**src/rtl/fetch_pkg.sv**
```systemverilog
// Shared definitions for the instruction fetch slice: widths, opcode constants,
// fetch FSM state encoding and a PC alignment helper.
package fetch_pkg;

    localparam int INSTR_W = 32;
    localparam int XLEN    = 32;

    localparam logic [6:0] OP_LOAD   = 7'b0000011;
    localparam logic [6:0] OP_STORE  = 7'b0100011;
    localparam logic [6:0] OP_BRANCH = 7'b1100011;
    localparam logic [6:0] OP_RTYPE  = 7'b0110011;
    localparam logic [6:0] OP_IMM    = 7'b0010011;

    localparam logic [INSTR_W-1:0] NOP_INSTR = 32'h0000_0013;

    typedef enum logic [1:0] {
        BOOT  = 2'd0,
        RUN   = 2'd1,
        DRAIN = 2'd2
    } fetch_state_t;

    function automatic logic [XLEN-1:0] align_pc(input logic [XLEN-1:0] pc);
        return {pc[XLEN-1:2], 2'b00};
    endfunction

endpackage

```
**src/rtl/fetch_if.sv**
```systemverilog
// Bus interfaces of the fetch stage: instruction-memory request/response and
// the decode-facing valid/ready channel. master = the fetch stage side.
interface imem_if;
    import fetch_pkg::*;

    logic               req_valid;
    logic [XLEN-1:0]    req_addr;
    logic               req_ready;
    logic               rsp_valid;
    logic [INSTR_W-1:0] rsp_data;

    modport master (output req_valid, req_addr, input req_ready, rsp_valid, rsp_data);
    modport slave  (input req_valid, req_addr, output req_ready, rsp_valid, rsp_data);
endinterface

interface dec_if;
    import fetch_pkg::*;

    logic               valid;
    logic               ready;
    logic [INSTR_W-1:0] instr;
    logic [XLEN-1:0]    pc;
    logic [6:0]         opcode;
    logic [2:0]         funct3;
    logic [6:0]         funct7;

    modport master (output valid, instr, pc, opcode, funct3, funct7, input ready);
    modport slave  (input valid, instr, pc, opcode, funct3, funct7, output ready);
endinterface

```
**src/rtl/fetch_fifo.sv**
```systemverilog
// Synchronous FIFO with flush and occupancy count; DEPTH must be a power of 2 (>=2)
// so the pointers wrap naturally.
module fetch_fifo #(
    parameter int WIDTH = 64,
    parameter int DEPTH = 2,
    localparam int CW   = $clog2(DEPTH + 1)
) (
    input  logic             clk,
    input  logic             rst_n,
    input  logic             flush,
    input  logic             push,
    input  logic [WIDTH-1:0] wdata,
    input  logic             pop,
    output logic [WIDTH-1:0] rdata,
    output logic             empty,
    output logic [CW-1:0]    count
);

    localparam int AW = $clog2(DEPTH);

    logic [WIDTH-1:0] mem [DEPTH];
    logic [AW-1:0]    wr_ptr;
    logic [AW-1:0]    rd_ptr;
    logic             full;
    logic             do_push;
    logic             do_pop;

    assign empty   = (count == '0);
    assign full    = (count == CW'(DEPTH));
    assign do_pop  = pop && !empty && !flush;
    // A pop frees the slot, so a push at full is accepted in the same cycle.
    assign do_push = push && (!full || do_pop) && !flush;

    always_ff @(posedge clk or negedge rst_n) begin
        if (!rst_n) begin
            wr_ptr <= '0;
            rd_ptr <= '0;
            count  <= '0;
        end else if (flush) begin
            wr_ptr <= '0;
            rd_ptr <= '0;
            count  <= '0;
        end else begin
            if (do_push) wr_ptr <= wr_ptr + AW'(1);
            if (do_pop)  rd_ptr <= rd_ptr + AW'(1);
            case ({do_push, do_pop})
                2'b10:   count <= count + CW'(1);
                2'b01:   count <= count - CW'(1);
                default: count <= count;
            endcase
        end
    end

    always_ff @(posedge clk) begin
        if (do_push) mem[wr_ptr] <= wdata;
    end

    assign rdata = mem[rd_ptr];

endmodule

```
**src/rtl/instr_fetch_stage.sv**
```systemverilog
// Fetch stage: owns the PC, issues in-order imem requests under a credit limit,
// buffers responses and presents them to decode. Optional `FETCH_PERF_CNT_EN adds perf_fetch_cnt.
module instr_fetch_stage
    import fetch_pkg::*;
#(
    parameter logic [XLEN-1:0] RESET_PC   = 32'h0000_0000,
    parameter int              FIFO_DEPTH = 2
) (
    input  logic            clk,
    input  logic            rst_n,
    imem_if.master          imem,
    input  logic            redirect_valid,
    input  logic [XLEN-1:0] redirect_pc,
    dec_if.master           dec
`ifdef FETCH_PERF_CNT_EN
    ,
    output logic [31:0]     perf_fetch_cnt
`endif
);

    localparam int CW = $clog2(FIFO_DEPTH + 1);
    localparam int EW = INSTR_W + XLEN;

    fetch_state_t       state;
    fetch_state_t       state_nxt;
    logic [XLEN-1:0]    pc;
    logic [XLEN-1:0]    rsp_pc;
    logic [CW-1:0]      outstanding;
    logic [CW-1:0]      outstanding_nxt;
    logic [CW-1:0]      fifo_count;
    logic               fifo_empty;
    logic [EW-1:0]      head;
    logic               req_valid;
    logic               req_fire;
    logic               push;
    logic               pop;
    logic [INSTR_W-1:0] instr;

    always_comb begin
        state_nxt = state;
        req_valid = 1'b0;
        push      = 1'b0;
        if (state == RUN) begin
            // Credit: in-flight plus buffered words may never exceed the buffer size.
            req_valid = !redirect_valid &&
                        ((int'(outstanding) + int'(fifo_count)) < FIFO_DEPTH);
            push      = imem.rsp_valid && !redirect_valid;
        end
        req_fire        = req_valid && imem.req_ready;
        outstanding_nxt = outstanding + CW'(req_fire) - CW'(imem.rsp_valid);
        unique case (state)
            BOOT:    state_nxt = RUN;
            RUN:     if (redirect_valid && (outstanding_nxt != '0)) state_nxt = DRAIN;
            DRAIN:   if (!redirect_valid && (outstanding_nxt == '0)) state_nxt = RUN;
            default: state_nxt = BOOT;
        endcase
    end

    always_ff @(posedge clk or negedge rst_n) begin
        if (!rst_n) begin
            state       <= BOOT;
            pc          <= RESET_PC;
            rsp_pc      <= RESET_PC;
            outstanding <= '0;
        end else begin
            state       <= state_nxt;
            outstanding <= outstanding_nxt;
            // rsp_pc tags the next accepted response; responses return in request order.
            if (redirect_valid) begin
                pc     <= align_pc(redirect_pc);
                rsp_pc <= align_pc(redirect_pc);
            end else begin
                if (req_fire) pc     <= pc + 32'd4;
                if (push)     rsp_pc <= rsp_pc + 32'd4;
            end
        end
    end

    assign imem.req_valid = req_valid;
    assign imem.req_addr  = pc;

    assign pop = dec.valid && dec.ready && !redirect_valid;

    fetch_fifo #(
        .WIDTH (EW),
        .DEPTH (FIFO_DEPTH)
    ) u_fifo (
        .clk   (clk),
        .rst_n (rst_n),
        .flush (redirect_valid),
        .push  (push),
        .wdata ({rsp_pc, imem.rsp_data}),
        .pop   (pop),
        .rdata (head),
        .empty (fifo_empty),
        .count (fifo_count)
    );

    assign instr      = fifo_empty ? '0 : head[INSTR_W-1:0];
    assign dec.valid  = !fifo_empty;
    assign dec.instr  = instr;
    assign dec.pc     = fifo_empty ? '0 : head[INSTR_W +: XLEN];
    assign dec.opcode = instr[6:0];
    assign dec.funct3 = instr[14:12];
    assign dec.funct7 = instr[31:25];

`ifdef FETCH_PERF_CNT_EN
    always_ff @(posedge clk or negedge rst_n) begin
        if (!rst_n) begin
            perf_fetch_cnt <= '0;
        end else if (dec.valid && dec.ready) begin
            perf_fetch_cnt <= perf_fetch_cnt + 32'd1;
        end
    end
`endif

endmodule
```
**src/flat_wrapper.sv**
```systemverilog
// flat-port wrapper written by rule: the top's interface ports become plain ports
module instr_fetch_stage_flat import fetch_pkg::*;
#(
    parameter logic [XLEN-1:0] RESET_PC   = 32'h0000_0000,
    parameter int              FIFO_DEPTH = 2
)
  (clk, rst_n, redirect_valid, redirect_pc, imem_req_valid, imem_req_addr, imem_req_ready, imem_rsp_valid, imem_rsp_data, dec_valid, dec_instr, dec_pc, dec_opcode, dec_funct3, dec_funct7, dec_ready);
  imem_if imem_i ();
  dec_if dec_i ();
  input  logic clk;
  input  logic rst_n;
  input  logic redirect_valid;
  input  logic [XLEN-1:0] redirect_pc;
  output wire logic [$bits(imem_i.req_valid)-1:0] imem_req_valid;
  output wire logic [$bits(imem_i.req_addr)-1:0] imem_req_addr;
  input wire logic [$bits(imem_i.req_ready)-1:0] imem_req_ready;
  input wire logic [$bits(imem_i.rsp_valid)-1:0] imem_rsp_valid;
  input wire logic [$bits(imem_i.rsp_data)-1:0] imem_rsp_data;
  output wire logic [$bits(dec_i.valid)-1:0] dec_valid;
  output wire logic [$bits(dec_i.instr)-1:0] dec_instr;
  output wire logic [$bits(dec_i.pc)-1:0] dec_pc;
  output wire logic [$bits(dec_i.opcode)-1:0] dec_opcode;
  output wire logic [$bits(dec_i.funct3)-1:0] dec_funct3;
  output wire logic [$bits(dec_i.funct7)-1:0] dec_funct7;
  input wire logic [$bits(dec_i.ready)-1:0] dec_ready;
  assign imem_req_valid = imem_i.req_valid;
  assign imem_req_addr = imem_i.req_addr;
  assign imem_i.req_ready = imem_req_ready;
  assign imem_i.rsp_valid = imem_rsp_valid;
  assign imem_i.rsp_data = imem_rsp_data;
  assign dec_valid = dec_i.valid;
  assign dec_instr = dec_i.instr;
  assign dec_pc = dec_i.pc;
  assign dec_opcode = dec_i.opcode;
  assign dec_funct3 = dec_i.funct3;
  assign dec_funct7 = dec_i.funct7;
  assign dec_i.ready = dec_ready;
  instr_fetch_stage #(.RESET_PC(RESET_PC), .FIFO_DEPTH(FIFO_DEPTH)) u_core (.clk(clk), .rst_n(rst_n), .imem(imem_i), .redirect_valid(redirect_valid), .redirect_pc(redirect_pc), .dec(dec_i));
endmodule
```
**config.mk**
```make
export PLATFORM = sky130hd
export DESIGN_NAME = instr_fetch_stage_flat
export DESIGN_NICKNAME = d
export VERILOG_FILES = /design/src/rtl/fetch_pkg.sv /design/src/rtl/fetch_if.sv /design/src/rtl/fetch_fifo.sv /design/src/rtl/instr_fetch_stage.sv /design/src/flat_wrapper.sv
export SDC_FILE = /design/constraint.sdc
export NUM_CORES = 1
export LEC_CHECK = 0
export CELL_PAD_IN_SITES_DETAIL_PLACEMENT = 1
export CELL_PAD_IN_SITES_GLOBAL_PLACEMENT = 1
export CORE_MARGIN = 2
export CORE_UTILIZATION = 37
export DETAILED_ROUTE_END_ITERATION = 8
export MAX_ROUTING_LAYER = met4
export PLACE_DENSITY_LB_ADDON = 0.1
export SLEW_MARGIN = 25
export SYNTH_ARGS = -nofsm -noshare
export SYNTH_HDL_FRONTEND = slang
export SYNTH_SLANG_ARGS = --single-unit
```
**constraint.sdc**
```tcl
create_clock -name clk -period 5.95 [get_ports clk]
set_input_delay 0.8925 -clock clk [delete_from_list [all_inputs] [get_ports clk]]
set_output_delay 0.8925 -clock clk [all_outputs]
set_load 0.005 [all_outputs]
```
==> impl_metrics.toml, run 1 <==
[yosys]
avgSynthCellArea_um2 = 12.4
commonest_register_cell_after_synthesis = "sky130_fd_sc_hd__edfxtp_1"
synth_enable_flop_cells = 124
mappedNetlistArea_um2 = 8690
synth.ff_latch_count = 192
synth-seq-area-share_pct = 62.4
ys_top_cells_by_area = "sky130_fd_sc_hd__edfxtp_1 43%, sky130_fd_sc_hd__dfrtp_1 20%, sky130_fd_sc_hd__mux2i_1 7.3%"
synth.yosys.warnings = 0
yosys.cell_types.count = 54
synth_most_common_cell = "sky130_fd_sc_hd__edfxtp_1"
synth-async-reset-ratio_pct = 35.4
synth.top_cells.by_count = "124 x sky130_fd_sc_hd__edfxtp_1, 83 x sky130_fd_sc_hd__nor2_1, 68 x sky130_fd_sc_hd__dfrtp_1"
fraction_of_post_synthesis_cell_area_in_the_top_cell_type_by_area_pct = 42.9
netlist.top_cell.by_area = "sky130_fd_sc_hd__edfxtp_1"
syn-instance-count = 699

[setup_path]
critical-path-slowest-cell = "sky130_fd_sc_hd__nand4bb_1"
crit_path_end_kind = "flop"
worst-path-max-fanout = 22
crit_path_start_kind = "flop"
critPathTopFamily = "simple AND/OR/NAND/NOR gates"
cpPeakStageDelay_ns = 0.77
required_ns = 6.27
criticalPathCategory = "reg2reg"
worstPathArrival_ns = 4.00
number_of_buffer_and_inverter_instances_along_the_worst_setup_path = 1
critPathMostFrequentCell = "sky130_fd_sc_hd__nor2_1"
timing.critical_path.cells = "and2_1, fa_1, nor2_1, nand4bb_1, inv_2, ha_1, xnor2_1, nor2_1, o311a_1"

[sta]
slew-limit-headroom_pct = 34.3
number_of_max_slew_violations_in_the_final_report = 0
clock.fmax_mhz = 272
rsz0062_at_grt = "no"
worst_clock_skew_ns = 0.0141
worst-slew-pin-transition_ns = 0.980
hold_viol_final = 0
period_share_pct = 61.8
finalWorstPathRequiredPeriod_ns = 3.68
setup-tns-final_ns = 0
number_of_setup_violations_in_the_final_report = 0

[route]
routed_wirelength_um = 21300
first_iter_violations = 273
detail_route.vias_per_cell = 5.09
wl_per_cell_um = 18.0
remaining_drc_errors = 0
vias = 6038
postRouteAntennaNets = 0
detail_route.first_pass.iterations = 4

[placement]
placement.io_buffers = 178
hpwlAfterDp_um = 14700
place.gp.congestion = 0.812

[layout]
ant_diodes = 0
post_route_cells_drive_above_1_share_pct = 6.80
syn_to_final_growth_pct = 29.7
final_nets = 930

[global_routing]
grt_overflow = 0
groute.usage.overall_pct = 18.3
grt_start_max_net_pins = 69
vias_in_the_first_global_route = 6515
number_of_antenna_violations_at_the_first_check_in_global_routing = 0
grt_first_pass_wirelength_um = 34100

[clock_tree]
clk_pin_slew_worst_paths_ns = 0.07
numClockSinks = 192
h-tree-depth = 4
postCtsSetupRepairBufs = 0
cts-buffers-inserted = 17
cts.hold.buffers_added = 0
cts_tree = "done"
cts-root-to-sink-buffers = 2
insertion_delay_ns = 0.44
clk_root_buffer_cell = "sky130_fd_sc_hd__clkbuf_16"
post_cts_resized = 0

[floorplanning]
die_height_um = 157
std_cell_rows = 56
die_width_um = 157
fp.dieArea_um2 = 24700
fp.coreArea_um2 = 23300
initial_core_util_pct = 37.3
ioPinCount = 185

[power]
p_leak_nw = 3.84
total_switching_power_mw = 1.00
p_int_mw = 2.60
cellPowerDensity_nw_per_um2 = 319
pwr-share-clk_pct = 31.3
combinationalPowerShare_pct = 21.4
power.ir.vdd_worst_mv = 0.171
power_mw = 3.60
power_frac_seq_pct = 47.4
netSwitchingFraction_pct = 27.8

[status]
status = "completed"

[hold_path]
path_class_of_the_lowest_slack_min_delay_path = "reg2reg"

[job]
drv_cap = 0
==> cell families after synthesis <==
logic type                 synth area share, %
and+or+nand+nor                           15.0
DFF                                       62.4
AOI/OAI and AO/OA                         6.54
buffers and inverters                     4.09
muxes                                     7.52
xor gates and xnor gates                  3.53
adders and majority gates                0.806
other                                   0.0432
==> power by group through the flow <==
stage                     sequential, mW  clock (mW)  combinational (mW)
after floorplan                     1.70           0               0.415
after global placement              1.75           0               0.720
after detailed placement            1.73           0               0.781
after CTS                           1.70        1.15               0.786
after global routing                1.72        1.20               0.853
final                               1.70        1.12               0.768
==> layout make-up <==
class	instances	area (um^2)
fillers	2460	12000
clock buffers	21	440
flip-flops and latches	192	5430
inverters	16	60.1
well taps	319	399
repair buffers	185	1860
clock inverters	11	131
multi-input cells	443	2950
==> state kept, by name, summed over array words and instances (netlist names) <==
signal,cells
u_core.imem.req_addr,30
u_core.outstanding,2
u_core.rsp_pc,30
u_core.state,2
u_core.u_fifo.count,2
u_core.u_fifo.mem,124
u_core.u_fifo.rd_ptr,1
u_core.u_fifo.wr_ptr,1
==> final timing paths <==
| path | start | end | slack, ns | depth (start not counted) |
|---|---|---|---|---|
| max | u_core.u_fifo.count[0] | u_core.state[0] | 2.27 | 9 |
| min | u_core.rsp_pc[24] | u_core.u_fifo.mem[0][56] | 0.52 | 0 |
| max reg2reg | u_core.u_fifo.count[0] | u_core.state[0] | 2.27 | 9 |
| min reg2reg | u_core.rsp_pc[24] | u_core.u_fifo.mem[0][56] | 0.52 | 0 |
| max in group asynchronous | rst_n | u_core.u_fifo.rd_ptr | 4.57 | 2 |
| min in group asynchronous | rst_n | u_core.imem.req_addr[30] | 0.66 | 2 |
==> per-stage QoR <==
| step | std cells | setup WS, ns | instance area (um^2) | hold WS (ns) | util, % |
|---|---|---|---|---|---|
| floorplan | 702 | 1.56 | 8710 | 0.462 | - |
| global placement | 1153 | 2.26 | 10600 | 0.505 | 45.8 |
| detailed placement | 1155 | 2.11 | 10700 | 0.511 | 46.0 |
| CTS | 1187 | 2.29 | 11300 | 0.527 | 48.4 |
| global route | 1187 | 1.94 | 11300 | 0.546 | 48.4 |
| finish | 1187 | 2.27 | 11300 | 0.518 | 48.4 |
==> layer usage <==
metal | wire length, um | part of all wire, % | GRT usage (%) | vias up
met1 | 9910 | 46 | 23.9 | 2975
met4 | 355 | 1.7 | 5.67 | 0
li1 | - | - | - | 2854
met3 | 1130 | 5.3 | 3.83 | 28
met2 | 9910 | 47 | 28.9 | 181
met5 | 0 | 0 | - | -
==> cells in the final DEF (no fill, tap or decap), drive strengths merged, types with 13 or more instances in the layout <==
master | synthesis | routed
xnor2 | 25 | 25
o211ai | 15 | 15
mux2i | 63 | 63
nor2 | 83 | 83
nor4 | 13 | 13
clkbuf | 17 | 21
dfrtp | 68 | 68
clkdlybuf4s50 | 0 | 176
inv | 15 | 18
nand2 | 58 | 58
nand4 | 22 | 22
o21ai | 39 | 39
edfxtp | 124 | 124
nand3 | 25 | 25
Power figures use the tool's default switching activity.
==> run 2: changes to the inputs <==
--- a/config.mk
+++ b/config.mk
@@ -8,7 +8,7 @@
 export CELL_PAD_IN_SITES_DETAIL_PLACEMENT = 1
 export CELL_PAD_IN_SITES_GLOBAL_PLACEMENT = 1
 export CORE_MARGIN = 2
-export CORE_UTILIZATION = 37
+export CORE_UTILIZATION = 41
 export DETAILED_ROUTE_END_ITERATION = 8
 export MAX_ROUTING_LAYER = met4
 export PLACE_DENSITY_LB_ADDON = 0.1
==> constraint.sdc (replaced) <==
create_clock -name clk -period 3.8 [get_ports clk]
set_input_delay 0.57 -clock clk [delete_from_list [all_inputs] [get_ports clk]]
set_output_delay 0.57 -clock clk [all_outputs]
set_load 0.005 [all_outputs]
==> impl_metrics.toml, run 2 (synthesized netlist as in run 1, its figures left out) <==
[global_routing]
grt_first_pass_wirelength_um = 33700
vias_in_the_first_global_route = 6383
groute.usage.overall_pct = 20.0
grt_start_max_net_pins = 64
number_of_antenna_violations_at_the_first_check_in_global_routing = 0
grt_overflow = 0

[layout]
fin_cells = 1149
post_route_cells_drive_above_1_share_pct = 7.09
top_register = "u_core.u_fifo.mem"
most_used_cells_in_the_layout_excluding_fill_and_tap_cells = "176 x sky130_fd_sc_hd__clkdlybuf4s50_1, 124 x sky130_fd_sc_hd__edfxtp_1, 82 x sky130_fd_sc_hd__nor2_1"
layout.filler_cells = 2161
final_common_cell = "sky130_fd_sc_hd__clkdlybuf4s50_1"
largest_register_ff_count = 124
syn_to_final_growth_pct = 29.6
ant_diodes = 0
stdcell_area_um2 = 11300
final_nets = 937

[sta]
number_of_setup_violations_in_the_final_report = 0
number_of_max_slew_violations_in_the_final_report = 0
clock.fmax_mhz = 322
setup_ws_ns = 0.691
period_share_pct = 81.8
worst_clock_skew_ns = 0.0107
hold_viol_final = 0
worst-slew-pin-transition_ns = 0.840
slew-limit-headroom_pct = 43.5
setup-tns-final_ns = 0
rsz0062_at_grt = "no"
finalWorstPathRequiredPeriod_ns = 3.11

[placement]
place_worst_setup_slack_ns = 0.818
placement.io_buffers = 178
numPlacedInstances = 1117
placed_area_um2 = 10700
hpwlAfterDp_um = 14900
place.gp.congestion = 0.842

[power]
p_leak_nw = 3.88
power_mw = 5.66
cellPowerDensity_nw_per_um2 = 503
power.ir.vdd_worst_mv = 0.340

[floorplanning]
initial_core_util_pct = 41.6
fp.dieArea_um2 = 22400
die_height_um = 150
fp.coreArea_um2 = 20900
die_width_um = 150
ioPinCount = 185
std_cell_rows = 53

[setup_path]
required_ns = 3.23
crit_path_start_kind = "flop"
timing.critical_path.cells = "and2_1, fa_1, nor4_1, clkdlybuf4s50_1"
crit_path_end_kind = "output port"
criticalPathCategory = "reg2out"
worstPathArrival_ns = 2.54
number_of_buffer_and_inverter_instances_along_the_worst_setup_path = 1
critical-path-slowest-cell = "sky130_fd_sc_hd__clkdlybuf4s50_1"
cpPeakStageDelay_ns = 0.58
critPathTopFamily = "simple AND/OR/NAND/NOR gates"
r2r_setup_slack_ns = 0.85
worst-path-max-fanout = 6

[route]
postRouteAntennaNets = 0
remaining_drc_errors = 0
vias = 6060
wl_per_cell_um = 18.5
routed_wirelength_um = 21300
first_iter_violations = 284
detail_route.first_pass.iterations = 4
detail_route.vias_per_cell = 5.27

[clock_tree]
postCtsSetupRepairBufs = 0
cts-buffers-inserted = 17
h-tree-depth = 4
insertion_delay_ns = 0.43
clk_root_buffer_cell = "sky130_fd_sc_hd__clkbuf_16"
post_cts_resized = 0
cts-root-to-sink-buffers = 2
numClockSinks = 192
cts.hold.buffers_added = 1
clk_pin_slew_worst_paths_ns = 0.07
cts_tree = "done"

[status]
status = "completed"

[hold_path]
path_class_of_the_lowest_slack_min_delay_path = "in2async"

[job]
drv_cap = 0
-- run 2: layer usage --
layer,vias to the layer above,routed length (um),global-route usage [%]
met2,172,10300,32.6
met5,-,0,-
met1,2992,9710,25.7
met4,0,304,6.29
li1,2872,-,-
met3,24,958,3.17
-- run 2: power by group --
part / internal, mW / switching (mW)
registers: 2.47 / 0.215
logic: 0.619 / 0.581
clock network: 1.03 / 0.745
total: 4.12 / 1.54
-- run 2: cell type report --
class	instances	area, um^2	area share, %
clock buffer	20	437	3.88
clock inverter	11	140	1.24
inverter	16	60.1	0.533
multi-input combinational	443	2950	26.2
sequential	192	5430	48.2
tap	275	344	3.05
timing repair buffer	192	1900	16.9
-- run 2: stage by stage --
stage | hold slack [ns] | utilization, %
finish | 0.520 | 53.9
global route | 0.545 | 53.9
CTS | 0.516 | 53.9
detailed placement | 0.446 | 51.1
global placement | 0.430 | 51.1
floorplan | 0.274 | -
-- run 2: path summary, 6_finish.rpt --
| path | from | end | cells past startpoint |
|---|---|---|---|
| min in group clk | u_core.rsp_pc[24] | u_core.u_fifo.mem[1][56] | 0 |
| hold / removal | rst_n | u_core.imem.req_addr[26] | 2 |
| max in group asynchronous | rst_n | u_core.u_fifo.rd_ptr | 3 |
| hold reg to reg | u_core.rsp_pc[24] | u_core.u_fifo.mem[1][56] | 0 |
| setup / recovery | u_core.u_fifo.count[0] | imem_req_valid | 4 |
| setup reg to reg | u_core.u_fifo.count[0] | u_core.state[0] | 10 |
==> run 3: changes to the inputs <==
==> constraint.sdc (replaced) <==
create_clock -name clk -period 3.1 [get_ports clk]
set_input_delay 0.465 -clock clk [delete_from_list [all_inputs] [get_ports clk]]
set_output_delay 0.465 -clock clk [all_outputs]
set_load 0.005 [all_outputs]
==> impl_metrics.toml, run 3 (synthesized netlist as in run 1, its figures left out) <==
[status]
status = "completed"

[clock_tree]
clk_pin_slew_worst_paths_ns = 0.07
numClockSinks = 192
clk_root_buffer_cell = "sky130_fd_sc_hd__clkbuf_16"
cts-buffers-inserted = 17
cts-root-to-sink-buffers = 2
cts.hold.buffers_added = 0
insertion_delay_ns = 0.43
h-tree-depth = 4
cts_tree = "done"

[sta]
hold_viol_final = 0
worst-slew-pin-transition_ns = 0.902
setup_ws_ns = 0.162
number_of_setup_violations_in_the_final_report = 0
period_share_pct = 94.8
setup-tns-final_ns = 0
number_of_max_slew_violations_in_the_final_report = 0
worst_clock_skew_ns = 0.0175
rsz0062_at_grt = "no"
slew-limit-headroom_pct = 39.9
finalWorstPathRequiredPeriod_ns = 2.94
clock.fmax_mhz = 340

[route]
first_iter_violations = 299
detail_route.vias_per_cell = 5.33
detail_route.first_pass.iterations = 4
remaining_drc_errors = 0
wl_per_cell_um = 18.8
routed_wirelength_um = 21700
vias = 6139
postRouteAntennaNets = 0

[setup_path]
required_ns = 2.63
crit_path_start_kind = "flop"
criticalPathCategory = "reg2out"
critical-path-slowest-cell = "sky130_fd_sc_hd__clkdlybuf4s50_1"
worstPathArrival_ns = 2.47
crit_path_end_kind = "output port"
worst-path-max-fanout = 6
timing.critical_path.cells = "and2_1, fa_1, nor4_2, clkdlybuf4s50_1"
cpPeakStageDelay_ns = 0.57

[floorplanning]
initial_core_util_pct = 41.6
die_height_um = 150
ioPinCount = 185
fp.dieArea_um2 = 22400
fp.coreArea_um2 = 20900
die_width_um = 150
std_cell_rows = 53

[global_routing]
number_of_antenna_violations_at_the_first_check_in_global_routing = 0
grt_overflow = 0
groute.usage.overall_pct = 20.5
grt_start_max_net_pins = 63
grt_first_pass_wirelength_um = 34700
vias_in_the_first_global_route = 6454

[placement]
place.gp.congestion = 0.834
placement.io_buffers = 178
place_worst_setup_slack_ns = 0.434
hpwlAfterDp_um = 15200

[layout]
top_register = "u_core.u_fifo.mem"
syn_to_final_growth_pct = 30.4
final_common_cell = "sky130_fd_sc_hd__clkdlybuf4s50_1"
most_used_cells_in_the_layout_excluding_fill_and_tap_cells = "176 x sky130_fd_sc_hd__clkdlybuf4s50_1, 124 x sky130_fd_sc_hd__edfxtp_1, 82 x sky130_fd_sc_hd__nor2_1"
post_route_cells_drive_above_1_share_pct = 7.88
final_nets = 938
largest_register_ff_count = 124
ant_diodes = 0

[power]
p_leak_nw = 3.91
cellPowerDensity_nw_per_um2 = 614
power_mw = 6.96
power.ir.vdd_worst_mv = 0.281

[job]
drv_cap = 0

[hold_path]
path_class_of_the_lowest_slack_min_delay_path = "in2async"
==> run 3: changes by cell type in the layout (fill, tap and decap cells not counted), moves of 3 or more <==
cell and delta:
sky130_fd_sc_hd__buf_12 +4, sky130_fd_sc_hd__bufinv_16 -3, sky130_fd_sc_hd__clkbuf_16 +3, sky130_fd_sc_hd__clkinv_1 -3, sky130_fd_sc_hd__inv_6 +3
==> run 3: timing repair <==
| action | 4_1_cts | 5_1_grt |
|---|---|---|
| setup endpoints to repair | 0 | 1 |
| buffers inserted | 0 | 0 |
| resized for setup | 0 | 1 |
==> run 3: layout make-up <==
cell class | count | area (um^2)
Multi-Input combinational cell | 443 | 2960
Clock inverter | 8 | 60.1
Inverter | 16 | 60.1
Tap cell | 275 | 344
Sequential cell | 192 | 5430
Clock buffer | 24 | 526
Timing Repair Buffer | 193 | 1960
Fill cell | 2127 | 9560
==> run 3: final timing paths <==
kind | from | endpoint | slack, ns | depth (start not counted)
max | u_core.u_fifo.count[0] | imem_req_valid | 0.16 | 4
min | rst_n | u_core.imem.req_addr[24] | 0.15 | 1
max reg2reg | u_core.u_fifo.count[0] | u_core.state[0] | 0.53 | 9
min reg2reg | u_core.rsp_pc[31] | u_core.u_fifo.mem[0][63] | 0.53 | 0
max in group asynchronous | rst_n | u_core.u_fifo.rd_ptr | 2.26 | 1
min in group clk | u_core.rsp_pc[31] | u_core.u_fifo.mem[0][63] | 0.53 | 0
==> run 3: per-layer routing <==
metal  wire length (um)  GRT usage [%]  part of all wire [%]  vias up
li1                   -              -                     -     2884
met1               9720           26.6                    45     3070
met2              10700           33.2                    49      165
met3                991           3.54                   4.6       20
met4                265           5.95                   1.2        0
met5                  0              -                     0        -
==> run 3: per-stage QoR <==
stage               hold WS [ns]  util (%)  area [um^2]  instances
finish                     0.152      54.3        11300       1151
global route               0.220      54.3        11300       1151
CTS                        0.183      54.2        11300       1151
detailed placement         0.510      51.4        10700       1119
global placement           0.495      51.4        10700       1119
floorplan                  0.169         -         8720        702
==> run 3: critical path, delay by kind of cell, from the launching register on <==
| kind | cells | cell delay, ns |
|---|---|---|
| DFF | 1 | 0.45 |
| buffers and inverters | 1 | 0.57 |
| adders and majority gates | 1 | 0.49 |
| and+or+nand+nor | 2 | 0.55 |
==> run 3: power breakdown <==
| part | total [mW] | internal, mW | switching, mW |
|---|---|---|---|
| sequential | 3.28 | 3.03 | 0.249 |
| clock | 2.16 | 1.21 | 0.953 |
| combinational | 1.52 | 0.785 | 0.731 |
